<file path="src/rtl/maze_wall_server.sv">
// maze_wall_server
// Sweeps four ghost clients. For each one it latches the tile position, reads
// the four neighbouring maze tiles from a 1-bit maze ROM and writes that
// client's four wall flags in a single cycle. The maze is 28 x 36 tiles, and
// the tile address is y*28+x.
//
// Row 19 is the tunnel row. On it, the left neighbour of x=0 is x=27 and the
// right neighbour of x=27 is x=0. A neighbour that falls off the maze is a
// forced wall: no ROM read is issued for it and its flag is 1. A client
// position outside the maze gets all four flags forced to 1.
//
// Optional feature, WALL_GHOST_DOOR_EN: adds the doorOpen[3:0] input. When a
// client's doorOpen bit is latched as 1, the door tiles (13,15) and (14,15)
// read as open (0) for that client. The ROM read is still issued.
//
// Ports:
//   clk, reset (async, active-high)
//   scan                    pulse that starts a sweep; ignored while busy
//   posX, posY [23:0]       packed tile coordinates, client n at [6n+5:6n]
//   doorOpen [3:0]          per-client door override (WALL_GHOST_DOOR_EN only)
//   romEn, romAddr[9:0]     ROM read strobe and address; address holds while idle
//   romData                 wall bit, valid the cycle after romEn
//   wallUp/Down/Left/Right  registered per-client wall flags
//   wallValid [3:0]         one-cycle pulse when client n's flags are written
//   busy                    high while a sweep is in progress
//   sweepDone               one-cycle pulse after client 3 is written
module maze_wall_server (
  input  logic        clk,
  input  logic        reset,
  input  logic        scan,
  input  logic [23:0] posX,
  input  logic [23:0] posY,
`ifdef WALL_GHOST_DOOR_EN
  input  logic [3:0]  doorOpen,
`endif
  output logic        romEn,
  output logic [9:0]  romAddr,
  input  logic        romData,
  output logic [3:0]  wallUp,
  output logic [3:0]  wallDown,
  output logic [3:0]  wallLeft,
  output logic [3:0]  wallRight,
  output logic [3:0]  wallValid,
  output logic        busy,
  output logic        sweepDone
);

  typedef enum logic [2:0] {IDLE, LATCH, RD_U, RD_D, RD_L, RD_R, WB} state_t;

  state_t      state, stateNext;
  logic [1:0]  client;
  logic [5:0]  curX, curY;
  logic        upT, downT, leftT;
  logic        pendForced, pendDoor;
  logic [9:0]  romAddrHold;
  logic        doorLat;

  // Neighbour of the tile for the current read slot
  logic [5:0]  nbX, nbY;
  logic        forced, isRead, isDoor, oob, capVal;
  logic [9:0]  addrComb, yW;
  logic [4:0]  base;

  assign busy = (state != IDLE);
  assign oob  = (curX > 6'd27) || (curY > 6'd35);
  // The packed field for client n starts at bit 6n (n*4 + n*2).
  assign base = {1'b0, client, 2'b00} + {2'b00, client, 1'b0};

  always_comb begin
    nbX    = curX;
    nbY    = curY;
    forced = 1'b1;
    isRead = 1'b0;
    case (state)
      RD_U: begin
        isRead = 1'b1;
        nbY    = curY - 6'd1;
        forced = oob || (curY == 6'd0);
      end
      RD_D: begin
        isRead = 1'b1;
        nbY    = curY + 6'd1;
        forced = oob || (curY == 6'd35);
      end
      RD_L: begin
        isRead = 1'b1;
        if (curX == 6'd0) begin
          nbX    = 6'd27;                  // wraps only on the tunnel row
          forced = oob || (curY != 6'd19);
        end else begin
          nbX    = curX - 6'd1;
          forced = oob;
        end
      end
      RD_R: begin
        isRead = 1'b1;
        if (curX == 6'd27) begin
          nbX    = 6'd0;
          forced = oob || (curY != 6'd19);
        end else begin
          nbX    = curX + 6'd1;
          forced = oob;
        end
      end
      default: ;
    endcase
  end

  // y*28 + x, computed as y*16 + y*8 + y*4 + x
  assign yW       = {4'd0, nbY};
  assign addrComb = (yW << 4) + (yW << 3) + (yW << 2) + {4'd0, nbX};

`ifdef WALL_GHOST_DOOR_EN
  assign isDoor = doorLat && (nbY == 6'd15) && ((nbX == 6'd13) || (nbX == 6'd14));
`else
  assign isDoor  = 1'b0;
  assign doorLat = 1'b0;
`endif

  assign romEn   = isRead && !forced;
  assign romAddr = romEn ? addrComb : romAddrHold;

  // The read issued in the previous slot lands in this cycle.
  assign capVal = pendForced ? 1'b1 : (pendDoor ? 1'b0 : romData);

  always_comb begin
    stateNext = state;
    case (state)
      IDLE:    if (scan) stateNext = LATCH;
      LATCH:   stateNext = RD_U;
      RD_U:    stateNext = RD_D;
      RD_D:    stateNext = RD_L;
      RD_L:    stateNext = RD_R;
      RD_R:    stateNext = WB;
      WB:      stateNext = (client == 2'd3) ? IDLE : LATCH;
      default: stateNext = IDLE;
    endcase
  end

  always_ff @(posedge clk or posedge reset) begin
    if (reset) begin
      state       <= IDLE;
      client      <= 2'd0;
      curX        <= 6'd0;
      curY        <= 6'd0;
      upT         <= 1'b1;
      downT       <= 1'b1;
      leftT       <= 1'b1;
      pendForced  <= 1'b1;
      pendDoor    <= 1'b0;
      romAddrHold <= 10'd0;
      wallUp      <= 4'hF;
      wallDown    <= 4'hF;
      wallLeft    <= 4'hF;
      wallRight   <= 4'hF;
      wallValid   <= 4'h0;
      sweepDone   <= 1'b0;
    end else begin
      state     <= stateNext;
      wallValid <= 4'h0;
      sweepDone <= 1'b0;
      if (romEn) romAddrHold <= addrComb;
      if (isRead) begin
        pendForced <= forced;
        pendDoor   <= isDoor;
      end
      case (state)
        LATCH: begin
          curX <= posX[base +: 6];
          curY <= posY[base +: 6];
        end
        RD_D: upT   <= capVal;
        RD_L: downT <= capVal;
        RD_R: leftT <= capVal;
        WB: begin
          wallUp[client]    <= upT;
          wallDown[client]  <= downT;
          wallLeft[client]  <= leftT;
          wallRight[client] <= capVal;
          wallValid[client] <= 1'b1;
          if (client == 2'd3) sweepDone <= 1'b1;
          client <= client + 2'd1;         // wraps to 0 for the next sweep
        end
        default: ;
      endcase
    end
  end

`ifdef WALL_GHOST_DOOR_EN
  always_ff @(posedge clk or posedge reset) begin
    if (reset)              doorLat <= 1'b0;
    else if (state == LATCH) doorLat <= doorOpen[client];
  end
`endif

endmodule

</file>
<file path="config.mk">
export PLATFORM = sky130hd
export DESIGN_NAME = maze_wall_server
export DESIGN_NICKNAME = d
export VERILOG_FILES = /design/src/rtl/maze_wall_server.sv
export SDC_FILE = /design/constraint.sdc
export NUM_CORES = 1
export LEC_CHECK = 0
export CAP_MARGIN = 20
export CORE_MARGIN = 2
export CORE_UTILIZATION = 30
export CTS_CLUSTER_SIZE = 20
export DETAILED_ROUTE_END_ITERATION = 10
export GPL_TIMING_DRIVEN = 0
export MAX_ROUTING_LAYER = met4
export PLACE_DENSITY = 0.6
export SYNTH_ARGS = -nofsm -noshare
export SYNTH_HDL_FRONTEND = slang
export SYNTH_SLANG_ARGS = --single-unit
</file>
<file path="constraint.sdc">
create_clock -name clk -period 9.1 [get_ports clk]
set_input_delay 1.82 -clock clk [delete_from_list [all_inputs] [get_ports clk]]
set_output_delay 1.82 -clock clk [all_outputs]
set_load 0.05 [all_outputs]
</file>
* Yosys cells after proc, flatten, opt, wreduce, memory -nomap -nowiden
Index checks and enable logic that the tools add are counted.
Widths: inputs -> output; s select.
** Operators by class
- Add/sub/neg operators :: 9
- Magnitude comparators :: 4
- Eq/ne operators :: 11
- Shifts and indexed selects :: 2
- Mux-type cells :: 22
- Reduce and logical (&&, ||, !) cells :: 12
** Operator list (count)
- $shiftx 24x6->6 :: 2
- $pmux 6 s2 :: 2
- $pmux 3 s7 :: 1
- $bwmux 4 :: 4
- $add 6x1->6 const B :: 2
- $logic_not 6->1 :: 2
- $mux 6 :: 2
- $sub 6x1->6 const B :: 2
- $add 10x6->10 :: 1
- $add 10x8->10 :: 1
- $add 10x9->10 :: 1
- $mux 10 :: 1
- $eq 3x3->1 const B :: 3
- $mux 1 :: 8
- $eq 3x2->1 const B :: 2
- $eq 6x5->1 const B :: 1
- $eq 6x6->1 const B :: 1
- $gt 6x5->1 const B :: 1
- $gt 6x6->1 const B :: 1
- $ne 6x5->1 const B :: 1
- $add 4x3->5 :: 1
- $logic_or 1x1->1 :: 4
- $mux 4 :: 1
- $pmux 1 s4 :: 1
- other kinds (13) :: 14
** Storage, ports and cells
- Register bits :: 52
- Bits of input ports :: 52
- Output and inout bits :: 33
- Logic and storage cells :: 75

* Depth between registers and ports, before layout
- Depth after elaboration :: 8
- Depth in mapped cells :: 18
- Depth with buffers taken out :: 18

* Worst setup path after synthesis
OpenSTA, ideal clock, no wires.
- Path kind :: reg-to-output
- Start :: register state[0]
- End :: output port romAddr[5]
- Arrival time :: 4.429 ns
- Required time :: 7.280 ns
- Slack :: 2.851 ns
- Stages on the path, launching flop included :: 14
- Path buffers :: 1
- Cells stage by stage :: dfrtp_1 buf_1 nand3b_1 inv_1 fa_1 o21ai_0 inv_1 fa_1 fa_1 inv_1 ha_1 inv_1 fa_1 mux2i_1
** Between the ends
- Longest elaborated chain between the ends :: 6
- Elaborated cells between the ends (all ways) :: 15
- Classes of those cells :: 3 x add/sub; 4 x eq/ne; 5 x mux; 3 x reduce/logical
** Ends and longest elaborated chain
- from (decl) :: line 50 : state_t state, stateNext;
- from (signal assigned) :: line 159 : state <= stateNext;
- $eq 3x2->1 :: line 74 : case (state)
- $pmux 6 s2 :: line 74
- $add 10x9->10 :: line 111 : assign addrComb = (yW << 4) + (yW << 3) + (yW << 2) + {4'd0, nbX};
- $add 10x8->10 :: line 111
- $add 10x6->10 :: line 111
- $mux 10 (*)
- to (decl) :: line 37 : output logic [9:0] romAddr,
Every way passes the cells marked *; elsewhere a longest branch is shown, timed or not.

* Final worst setup path
- Start :: register state[0]
- End :: output port romAddr[8]
The elaborated chain is that of the path after synthesis.

==> impl_metrics.tcl <==
set metrics [dict create \
    status "completed" \
    min_path_cells 2 \
    dieArea_sq_mm 0.0148 \
    routabilityCongestion 0.897 \
    synth-edff-count 0 \
    rr_startpoint "state[0]" \
    min_from "wallRight[1]" \
    fmax_mhz 128 \
    path_buf_inv 6 \
    ys_ff_latch 51 \
    drt-met1-wl_mm 4.90 \
    postRouteAntennaNets 0 \
    clkLatencyLatePin_ns 0.29 \
    slew_headroom_pct 38.9 \
    synth_common_cells "inv_1 (36), nand2_1 (33), dfrtp_1 (31), o21ai_0 (30), mux2i_1 (23)" \
    routedWlPerCell_microns 15.5 \
    clock_skew_ns 0.00814 \
    layout.cells.non_filler 668 \
    diodes 0 \
    register_area_sq_mm 0.00130 \
    slowest_stage "clkdlybuf4s50_1" \
    clock-sinks 51 \
    post-cts-setup-buffers 0 \
    grt_max_degree 39 \
    fp.dieH_microns 122 \
    route.detailed.drc 0 \
    fin_crit_ns 7.83 \
    synth_top_cell_by_area "dfrtp_1" \
    multi_input_area_sq_mm 0.00256 \
    start_util_pct 31.0 \
    grt_pass1_wl_mm 17.1 \
    synth.net_count 483 \
    coreArea_sq_mm 0.0133 \
    r2r_end "romAddrHold[8]" \
    drv_cap 0 \
    required_ns 7.28 \
    rsz0062_at_grt "no" \
    io_pins 85 \
    timing.final.ws_setup_ns 1.27 \
    cp_max_fo 11 \
    path_cells "buf_1 -> nand3b_1 -> inv_1 -> fa_1 -> o21ai_0 -> inv_1 -> fa_1 -> fa_1 -> inv_1 -> ha_1 -> inv_1 -> fa_1 -> nor2b_1 -> o21ai_0 -> nand2_1 -> xor2_1 -> mux2_4 -> clkdlybuf4s50_1" \
    hold_class "flop to flop" \
    synth_area_sq_mm 0.00414 \
    synth_ff_type "dfrtp_1" \
    slew_violations 0 \
    finalSetupTns_ns 0 \
    io_buffers 84 \
    maxUsedRoutingLayer "met4" \
    worst_slew_pin_slew_ns 0.914 \
    cts_max_path_buffers 2 \
    yosysSeqAreaShare_pct 31.4 \
    cp-start-kind "flop" \
    critical_path.top_delay_family "adder cells" \
    globalRouteOverflowTotal 0 \
    place_inst 660 \
    yosys.area.top_type_share_pct 18.7 \
    finalSetupViolCount 0 \
    preCtsSetupSlack_ns 1.57 \
    max_stage_delay_ns 0.79 \
    cts-root-buf "clkbuf_16" \
    grt.total_usage_pct 14.7 \
    synth.area.top_cells "dfrtp_1 (19%), dfstp_2 (13%), mux4_2 (11%)" \
    fillers 1332 \
    htree_levels 2 \
    async_reset_ff_share_pct 100 \
    yosys_warnings 0 \
    critPathLaunch "state[0]" \
    fin_crit_sh_pct 86.0 \
    worst_ep_arrival_time_ns 6.01 \
    antenna_found_initial 0 \
    row_count 42 \
    drive_above_1_share_pct 19.5 \
    ctsHoldBuffers 0 \
    clk_pin_slew_ns 0.08 \
    avgSynthCellArea_sq_um 10.4 \
    hpwlAfterDp_mm 8.39 \
    via_per_inst 5.16 \
    final_core_utilization_pct 40.3 \
    worst-r2r-cell-count 17 \
    areaGrowthSynthToFinish_pct 29.8 \
    wl_met3_microns 494 \
    min_to "wallRight[1]" \
    wirelength_mm 10.3 \
    end_kind "output port" \
    grt_pass1_vias 3438 \
    synth_cell_type_count 56 \
    synth_cells 399 \
    met2WireLength_mm 4.90 \
    layout.nets 575 \
    synth.most_common_cell "inv_1" \
    regToRegSetupSlack_ns 4.03 \
    finalHoldViolCount 0 \
    path_class "flop to output port" \
    cts_tree "yes" \
    cts.repair.resized 0 \
    numCtsBuffers 5 \
    initialDrtViolationCount 166 \
    dr_total_vias 3448 \
    dr.pass1.iters 5 \
    dieWidth_microns 122 \
]
[area by class of cell]
class,instances,area share (%)
Multi-Input combinational cell,286,47.5
Sequential cell,51,24.2
Inverter,36,2.51
Clock inverter,3,0.535
Clock buffer,5,2.33
Buffer,26,2.79
Timing Repair Buffer,85,16.0
Tap cell,176,4.09
[worst register-to-register path, stage by stage, from the launching register on]
cell and delay (ns):
dfrtp_1 0.40, buf_1 0.44, nand3b_1 0.49, inv_1 0.18, fa_1 0.42, o21ai_0 0.43
inv_1 0.18, fa_1 0.60, fa_1 0.41, inv_1 0.06, ha_1 0.16, inv_1 0.06
fa_1 0.47, nor2b_1 0.14, o21ai_0 0.09, nand2_1 0.09, xor2_1 0.06, mux2_4 0.27
[layout by cell type, fill, tap and decap left out, types with 6 or more instances in the layout]
cell and count:
mux2_2 17, ha_1 22, mux2i_1 23, xnor2_1 9, nor3_1 6, clkdlybuf4s50_1 84, o22ai_1 9, o221ai_1 6
buf_2 8, mux2_4 8, nand3_1 8, nor2_1 15, inv_1 35, dfstp_2 20, o21ai_0 30, a21oi_1 14
mux4_2 20, dfrtp_1 31, clkbuf_1 10, fa_1 10, nand2_1 33
[metal layers]
metal | vias to the layer above | track usage, %
li1 | 1636 | -
met1 | 1682 | 19.8
met2 | 126 | 24.3
met3 | 4 | 1.78
met4 | 0 | 2.37
met5 | - | -
[metrics by stage]
| stage | instance area, sq um | hold WS (ns) |
|---|---|---|
| 2_1_floorplan | 4140 | 0.477 |
| 3_3_place_gp | 5200 | 0.471 |
| 3_5_place_dp | 5230 | 0.477 |
| 4_1_cts | 5380 | 0.489 |
| 5_1_grt | 5380 | 0.508 |
| 6_report | 5380 | 0.488 |
[worst max-delay path by stage]
stage	end	depth (start not counted)	slack, ns
floorplan	romAddr[5]	13	2.85
global placement	romAddr[8]	18	1.66
detailed placement	romAddr[8]	18	1.57
CTS	romAddr[8]	18	1.24
global route	romAddr[8]	18	0.88
finish	romAddr[8]	18	1.27
[flip-flops by register name, summed over array words and instances (netlist names)]
signal       count
pendForced       1
leftT            1
wallLeft         4
client           2
romAddrHold     10
curY             6
wallValid        3
wallDown         4
state            3
upT              1
sweepDone        1
curX             6
downT            1
wallUp           4
wallRight        4
[cell families (layout without fill, tap and decap cells)]
logic type      after synthesis  count (layout)  share of synthesized area (%)
flops                        51              51                           31.4
xor+xnor                     13              13                           2.75
fa+ha+maj                    32              32                           11.5
mux                          68              68                           23.9
compound gates               83              83                           12.6
simple gates                 90              90                           11.0
buf+inv                      62             155                           6.88
Power is not shown: default switching activity piles up to over one toggle a cycle in this logic, so the estimate is an artifact.
